==> src/rtl/noc_local_nic_if.sv <==
// Core-side and router-side signal bundle for the local NIC.
// slave is the NIC view, master is the core/router view.
interface noc_local_nic_if;
    logic        tx_valid;
    logic        tx_ready;
    logic [7:0]  tx_dest;
    logic [7:0]  tx_payload;
    logic [15:0] net_data_o;
    logic        net_enable_o;
    logic        net_credit_i;
    logic [15:0] net_data_i;
    logic        net_enable_i;
    logic        net_credit_o;
    logic        rx_valid;
    logic        rx_ready;
    logic [15:0] rx_data;
    logic [1:0]  err;

    modport slave (
        input  tx_valid, tx_dest, tx_payload,
        input  net_credit_i, net_data_i, net_enable_i,
        input  rx_ready,
        output tx_ready, net_data_o, net_enable_o,
        output net_credit_o, rx_valid, rx_data, err
    );

    modport master (
        output tx_valid, tx_dest, tx_payload,
        output net_credit_i, net_data_i, net_enable_i,
        output rx_ready,
        input  tx_ready, net_data_o, net_enable_o,
        input  net_credit_o, rx_valid, rx_data, err
    );
endinterface

==> src/rtl/noc_local_nic.sv <==
// Local NIC: credit-based flit injection into the router and
// an ejection FIFO that returns one credit per popped flit.
module noc_local_nic #(
    parameter logic [3:0] XCOORD   = 4'b1111,
    parameter logic [3:0] YCOORD   = 4'b1111,
    parameter int         CREDITS  = 4,
    parameter int         EJ_DEPTH = 4
) (
    input  logic           clk,
    input  logic           rst,
    noc_local_nic_if.slave bus
);
    localparam int CW = $clog2(CREDITS + 1);
    localparam int NW = $clog2(EJ_DEPTH + 1);
    localparam int AW = (EJ_DEPTH > 1) ? $clog2(EJ_DEPTH) : 1;

    localparam logic [CW-1:0] CRED_MAX = CW'(CREDITS);
    localparam logic [NW-1:0] EJ_FULL  = NW'(EJ_DEPTH);
    localparam logic [AW-1:0] PTR_LAST = AW'(EJ_DEPTH - 1);

    // Injection path
    logic [CW-1:0] credit_cnt;
    logic          accept;
    logic          cr_in;
    logic [15:0]   flit;
    logic          cred_ovf;

    assign bus.tx_ready = (credit_cnt != '0);
    assign accept       = bus.tx_valid && bus.tx_ready;
    assign cr_in        = bus.net_credit_i;
    assign flit         = {bus.tx_payload, bus.tx_dest};

    always_ff @(posedge clk or negedge rst) begin
        if (!rst) begin
            credit_cnt       <= CRED_MAX;
            bus.net_enable_o <= 1'b0;
            bus.net_data_o   <= 16'h0000;
            cred_ovf         <= 1'b0;
        end else begin
            bus.net_enable_o <= accept;
            if (accept)
                bus.net_data_o <= flit;
            unique case (1'b1)
                accept && !cr_in:
                    credit_cnt <= credit_cnt - 1'b1;
                !accept && cr_in && credit_cnt == CRED_MAX:
                    cred_ovf <= 1'b1;
                !accept && cr_in && credit_cnt != CRED_MAX:
                    credit_cnt <= credit_cnt + 1'b1;
                default: ;
            endcase
        end
    end

    // Ejection path
    logic [15:0]   mem [EJ_DEPTH];
    logic [AW-1:0] wp;
    logic [AW-1:0] rp;
    logic [NW-1:0] count;
    logic          full;
    logic          pop;
    logic          push_ok;
    logic          ej_ovf;

    assign full    = (count == EJ_FULL);
    assign pop     = bus.rx_valid && bus.rx_ready;
    // A full FIFO still takes a push when the head leaves this cycle
    assign push_ok = bus.net_enable_i && (!full || pop);

    assign bus.rx_valid = (count != '0);
    assign bus.rx_data  = mem[rp];
    assign bus.err      = {ej_ovf, cred_ovf};

    always_ff @(posedge clk) begin
        if (push_ok)
            mem[wp] <= bus.net_data_i;
    end

    always_ff @(posedge clk or negedge rst) begin
        if (!rst) begin
            wp               <= '0;
            rp               <= '0;
            count            <= '0;
            bus.net_credit_o <= 1'b0;
            ej_ovf           <= 1'b0;
        end else begin
            bus.net_credit_o <= pop;
            if (push_ok)
                wp <= (wp == PTR_LAST) ? '0 : wp + 1'b1;
            if (pop)
                rp <= (rp == PTR_LAST) ? '0 : rp + 1'b1;
            if (push_ok && !pop)
                count <= count + 1'b1;
            else if (pop && !push_ok)
                count <= count - 1'b1;
            if (bus.net_enable_i && full && !pop)
                ej_ovf <= 1'b1;
        end
    end
endmodule
==> src/flat_wrapper.sv <==
// flat-port wrapper written by rule: the top's interface ports become plain ports
module noc_local_nic_flat 
#(
    parameter logic [3:0] XCOORD   = 4'b1111,
    parameter logic [3:0] YCOORD   = 4'b1111,
    parameter int         CREDITS  = 4,
    parameter int         EJ_DEPTH = 4
)
  (clk, rst, bus_tx_valid, bus_tx_dest, bus_tx_payload, bus_net_credit_i, bus_net_data_i, bus_net_enable_i, bus_rx_ready, bus_tx_ready, bus_net_data_o, bus_net_enable_o, bus_net_credit_o, bus_rx_valid, bus_rx_data, bus_err);
  noc_local_nic_if bus_i ();
  input  logic clk;
  input  logic rst;
  input wire logic [$bits(bus_i.tx_valid)-1:0] bus_tx_valid;
  input wire logic [$bits(bus_i.tx_dest)-1:0] bus_tx_dest;
  input wire logic [$bits(bus_i.tx_payload)-1:0] bus_tx_payload;
  input wire logic [$bits(bus_i.net_credit_i)-1:0] bus_net_credit_i;
  input wire logic [$bits(bus_i.net_data_i)-1:0] bus_net_data_i;
  input wire logic [$bits(bus_i.net_enable_i)-1:0] bus_net_enable_i;
  input wire logic [$bits(bus_i.rx_ready)-1:0] bus_rx_ready;
  output wire logic [$bits(bus_i.tx_ready)-1:0] bus_tx_ready;
  output wire logic [$bits(bus_i.net_data_o)-1:0] bus_net_data_o;
  output wire logic [$bits(bus_i.net_enable_o)-1:0] bus_net_enable_o;
  output wire logic [$bits(bus_i.net_credit_o)-1:0] bus_net_credit_o;
  output wire logic [$bits(bus_i.rx_valid)-1:0] bus_rx_valid;
  output wire logic [$bits(bus_i.rx_data)-1:0] bus_rx_data;
  output wire logic [$bits(bus_i.err)-1:0] bus_err;
  assign bus_i.tx_valid = bus_tx_valid;
  assign bus_i.tx_dest = bus_tx_dest;
  assign bus_i.tx_payload = bus_tx_payload;
  assign bus_i.net_credit_i = bus_net_credit_i;
  assign bus_i.net_data_i = bus_net_data_i;
  assign bus_i.net_enable_i = bus_net_enable_i;
  assign bus_i.rx_ready = bus_rx_ready;
  assign bus_tx_ready = bus_i.tx_ready;
  assign bus_net_data_o = bus_i.net_data_o;
  assign bus_net_enable_o = bus_i.net_enable_o;
  assign bus_net_credit_o = bus_i.net_credit_o;
  assign bus_rx_valid = bus_i.rx_valid;
  assign bus_rx_data = bus_i.rx_data;
  assign bus_err = bus_i.err;
  noc_local_nic #(.XCOORD(XCOORD), .YCOORD(YCOORD), .CREDITS(CREDITS), .EJ_DEPTH(EJ_DEPTH)) u_core (.clk(clk), .rst(rst), .bus(bus_i));
endmodule
==> config.mk <==
export PLATFORM = sky130hd
export DESIGN_NAME = noc_local_nic_flat
export DESIGN_NICKNAME = d
export VERILOG_FILES = /design/src/rtl/noc_local_nic_if.sv /design/src/rtl/noc_local_nic.sv /design/src/flat_wrapper.sv
export SDC_FILE = /design/constraint.sdc
export NUM_CORES = 1
export LEC_CHECK = 0
export CAP_MARGIN = 0
export CORE_UTILIZATION = 40
export DETAILED_ROUTE_END_ITERATION = 12
export PLACE_DENSITY = 0.77
export SYNTH_ARGS = -nofsm -noshare
export SYNTH_HDL_FRONTEND = slang
export SYNTH_SLANG_ARGS = --single-unit
export TNS_END_PERCENT = 30
==> constraint.sdc <==
create_clock -name clk -period 2.2 [get_ports clk]
set_input_delay 0.22 -clock clk [delete_from_list [all_inputs] [get_ports clk]]
set_output_delay 0.22 -clock clk [all_outputs]
set_load 0.005 [all_outputs]
==> impl_results.md, run 1 <==
* Top-level port count at 76
* Endpoint of the worst register-to-register path: u_core.count[2]
* Placed cell areas at 4770 um^2
* Worst Skew at 0.00771 ns
* Top achievable clock speed at 473 MHz
* Buffer levels on the longest clock path at 2
* Most common library cells after synthesis: sky130_fd_sc_hd__edfxtp_1 (64), sky130_fd_sc_hd__dfrtp_1 (29), sky130_fd_sc_hd__mux4_2 (16)
* Antenna-violating nets left at 0
* Required time worst endpoint at 1.98 ns
* DR pass1 iterations at 4
* CTS tree: done
* Port buffer count at 75
* Clock sink count at 94
* Fraction of power spent switching nets at 28.2%
* Number of CTS-inserted buffers at 9
* Final Util at 54.8%
* Via count of the first global-routing pass at 2,157
* Setup repair after global routing missed its margin: false
* Async set-reset flop share out of synthesis at 31.9%
* Most area-hungry cell type in the Yosys netlist: sky130_fd_sc_hd__edfxtp_1
* Post-synth top area share at 50.5%
* Relative contribution of combinational cells to total power at 37.9%
* Final routed wire length divided by cell count at 15.6 um
* Grt total ovfl at 0
* Endpoint of the most critical setup path: bus_rx_data[15]
* Status: completed
* Critical Path Start: u_core.rp[0]
* Met1 WL at 2970 um
* Final setup violation count at 0
* Largest cells by area after synthesis: sky130_fd_sc_hd__edfxtp_1 (51%), sky130_fd_sc_hd__dfrtp_1 (19%), sky130_fd_sc_hd__mux4_2 (9.5%), sky130_fd_sc_hd__mux2_2 (4.1%), sky130_fd_sc_hd__mux2_4 (3.6%)
* Leakage power at 1.98 nW
* Die extent in y at 99.5 um
* Number of instances in the synthesized netlist at 196
* Final number of hold-violating endpoints at 0
* Wire length on met2 at 3260 um
* Switch Pwr at 0.00171 W
* Count of unique library cells instantiated by Yosys at 33
* Die Wd at 99.5 um
* Commonest register cell after synthesis: sky130_fd_sc_hd__edfxtp_1
* Placed wire-length estimate after detailed placement at 4220 um
* Wire length of the first global-routing pass at 10,600 um
* Vias per Instance at 4.69
* Count of inserted antenna diode cells at 0
* Min Tclk post-route at 2.11 ns
* Slew headroom at 73.3%
* Effective utilization at floorplan at 41.2%
* Die Area at 9910 um^2
* Number of synthesized flops with an enable pin at 64
* CP Data Arrival Time at 1.89 ns
* Top-count cell post-synth: sky130_fd_sc_hd__edfxtp_1
* Pin slew with the least headroom to its limit at 0.400 ns
* CP startpoint kind: register
* Root buf cell: sky130_fd_sc_hd__clkbuf_8
* Uppermost metal layer occupied by signal nets: met4
* Count of max-cap constraint violations at 0
* Fraction of power consumed by the clock network at 19.1%
* Final #Nets at 335
* Clock Pin Slew Worst Setup and Hold Paths at 0.09 ns
* Final non-filler cell area at 5060 um^2
* Maximum resistive drop on vdd at 450 uV
* Pin count of the biggest net entering global routing at 31
* Class of the tightest hold or removal check: input pin to async pin
* Depth of the most critical reg-to-reg path at 8
* Final weighted congestion in routability-driven placement at 0.720
* H-tree levels at 3
* Post-synthesis sequential element count at 94
* Part of the Yosys area used for sequential elements at 70.3%
* Clock latency on the worst-skew pair at 0.36 ns
* Number of max-slew violations in the final report at 0
* Combined global-route utilization of all metal layers at 14.5%
* Post-Place Worst Slack at -0.00244 ns
* Post-synthesis to final-layout area growth at 33.1%
* Accumulated negative setup slack at 0 ns
* Synthesized net count at 242
* Final worst-path cycle share at 96.1%
* Sum of internal, switching and leakage power at 0.00607 W
* Source of the worst register-to-register timing path: u_core.count[0]
* DR DRC count at 0
* Average cell area after synthesis at 19.4 um^2
* Category of the critical setup timing path: register to output port
* Number of antenna violations at the first check in global routing at 0
* Synth Warn # at 0
* Via count at 1,983
* Reg2Reg Setup Slack at 0.15 ns
* Wire length reported by the detailed router at 6610 um
* Crit path setup slack, layout at 0.0858 ns
* Share of final-layout standard cells stronger than drive strength 1 at 26.9%
* Power density over the cells at 1200 nW/um^2
* Max FO, Critical Path at 8
* Internal portion of total power at 0.00436 W
* Sequential group share of total power at 42.9%
* Detailed router's first-iteration violation count at 48
* FP Rows at 35
* Cell area after technology mapping at 3800 um^2
* Crit. End Element: output port
* Core region area at 9240 um^2
* Met3 WL post-DR at 333 um
## registers in the layout, summed over array words and instances, names as in the netlist
register,flops
u_core.bus.net_credit_o,1
u_core.rp,2
u_core.ej_ovf,1
u_core.credit_cnt,3
u_core.wp,2
u_core.mem,64
u_core.count,3
u_core.bus.net_data_o,16
u_core.cred_ovf,1
u_core.bus.net_enable_o,1
## metrics by stage
step | hold WS [ns] | std cells
4_1_cts | 0.256 | 419
2_1_floorplan | -0.0756 | 196
6_report | 0.263 | 423
5_1_grt | 0.285 | 423
3_5_place_dp | 0.452 | 402
3_3_place_gp | 0.451 | 402
## cell families (layout without fill, tap and decap cells)
logic type,Yosys count,in the layout,synth area share (%)
mux,40,40,17.4
fa+ha+maj,8,8,3.03
xor+xnor,4,4,0.921
flops,94,94,70.3
simple gates,23,23,3.85
buf+inv,17,115,2.76
compound gates,10,10,1.74
## how the worst min path moves through the flow
stage	startpoint	to	slack, ns	cells after the start
2_1_floorplan	rst	u_core.bus.net_credit_o	-0.08	0
3_3_place_gp	u_core.ej_ovf	u_core.ej_ovf	0.45	1
3_5_place_dp	u_core.ej_ovf	u_core.ej_ovf	0.45	1
4_1_cts	rst	u_core.bus.net_credit_o	0.26	2
5_1_grt	rst	u_core.cred_ovf	0.28	2
6_report	rst	u_core.bus.net_data_o[4]	0.26	2
## power groups by stage
stage	Combinational [W]	Sequential (W)	Clock, W
final	0.00230	0.00261	0.00116
after global routing	0.00253	0.00266	0.00127
after CTS	0.00232	0.00260	0.00121
after detailed placement	0.00231	0.00264	0
after global placement	0.00226	0.00261	0
after floorplan	0.00125	0.00259	0
## layout by cell type, fill, tap and decap left out, types with 5 or more instances in the layout
cell	Yosys	routed
sky130_fd_sc_hd__mux2_2	14	14
sky130_fd_sc_hd__clkbuf_8	0	9
sky130_fd_sc_hd__mux2_4	9	9
sky130_fd_sc_hd__edfxtp_1	64	64
sky130_fd_sc_hd__dlymetal6s2s_1	0	14
sky130_fd_sc_hd__inv_1	6	6
sky130_fd_sc_hd__o21ai_0	5	5
sky130_fd_sc_hd__mux4_2	16	16
sky130_fd_sc_hd__ha_1	6	6
sky130_fd_sc_hd__clkdlybuf4s50_1	0	60
sky130_fd_sc_hd__buf_4	4	14
sky130_fd_sc_hd__dfrtp_1	29	28
## routing by layer
layer | vias up | track usage [%]
li1 | 934 | -
met1 | 984 | 17.9
met2 | 60 | 23.7
met3 | 5 | 4.50
met4 | 0 | 6.11
met5 | - | 0
## repair_timing
action | CTS | global route
gates resized for setup | 1 | 16
setup buffers | 1 | 3
cloned | 0 | 1
hold buffers | 0 | 0
endpoints found under the setup margin | 16 | 16
## layout make-up
| type | count | area, um^2 |
|---|---|---|
| sequential | 94 | 2680 |
| fill | 744 | 4180 |
| tap | 129 | 161 |
| clock inverter | 7 | 77.6 |
| timing repair buffer | 93 | 975 |
| clock buffer | 9 | 124 |
| inverter | 6 | 22.5 |
| multi-input combinational | 85 | 1030 |
## critical path, stage by stage, from the launching register on
cell and delay (ns):
sky130_fd_sc_hd__dfrtp_2 0.44, sky130_fd_sc_hd__buf_12 0.15, sky130_fd_sc_hd__mux4_2 0.49, sky130_fd_sc_hd__clkdlybuf4s50_1 0.46
(Power assumes the default switching activity.)
==> run 2, diff against run 1 <==
--- a/config.mk
+++ b/config.mk
@@ -5,7 +5,7 @@
 export SDC_FILE = /design/constraint.sdc
 export NUM_CORES = 1
 export LEC_CHECK = 0
-export CAP_MARGIN = 0
+export CAP_MARGIN = 30
 export CORE_UTILIZATION = 40
 export DETAILED_ROUTE_END_ITERATION = 12
 export PLACE_DENSITY = 0.77
==> results of run 2 <==
Same layout as run 1: the final DEF is identical, and so are final timing and power.
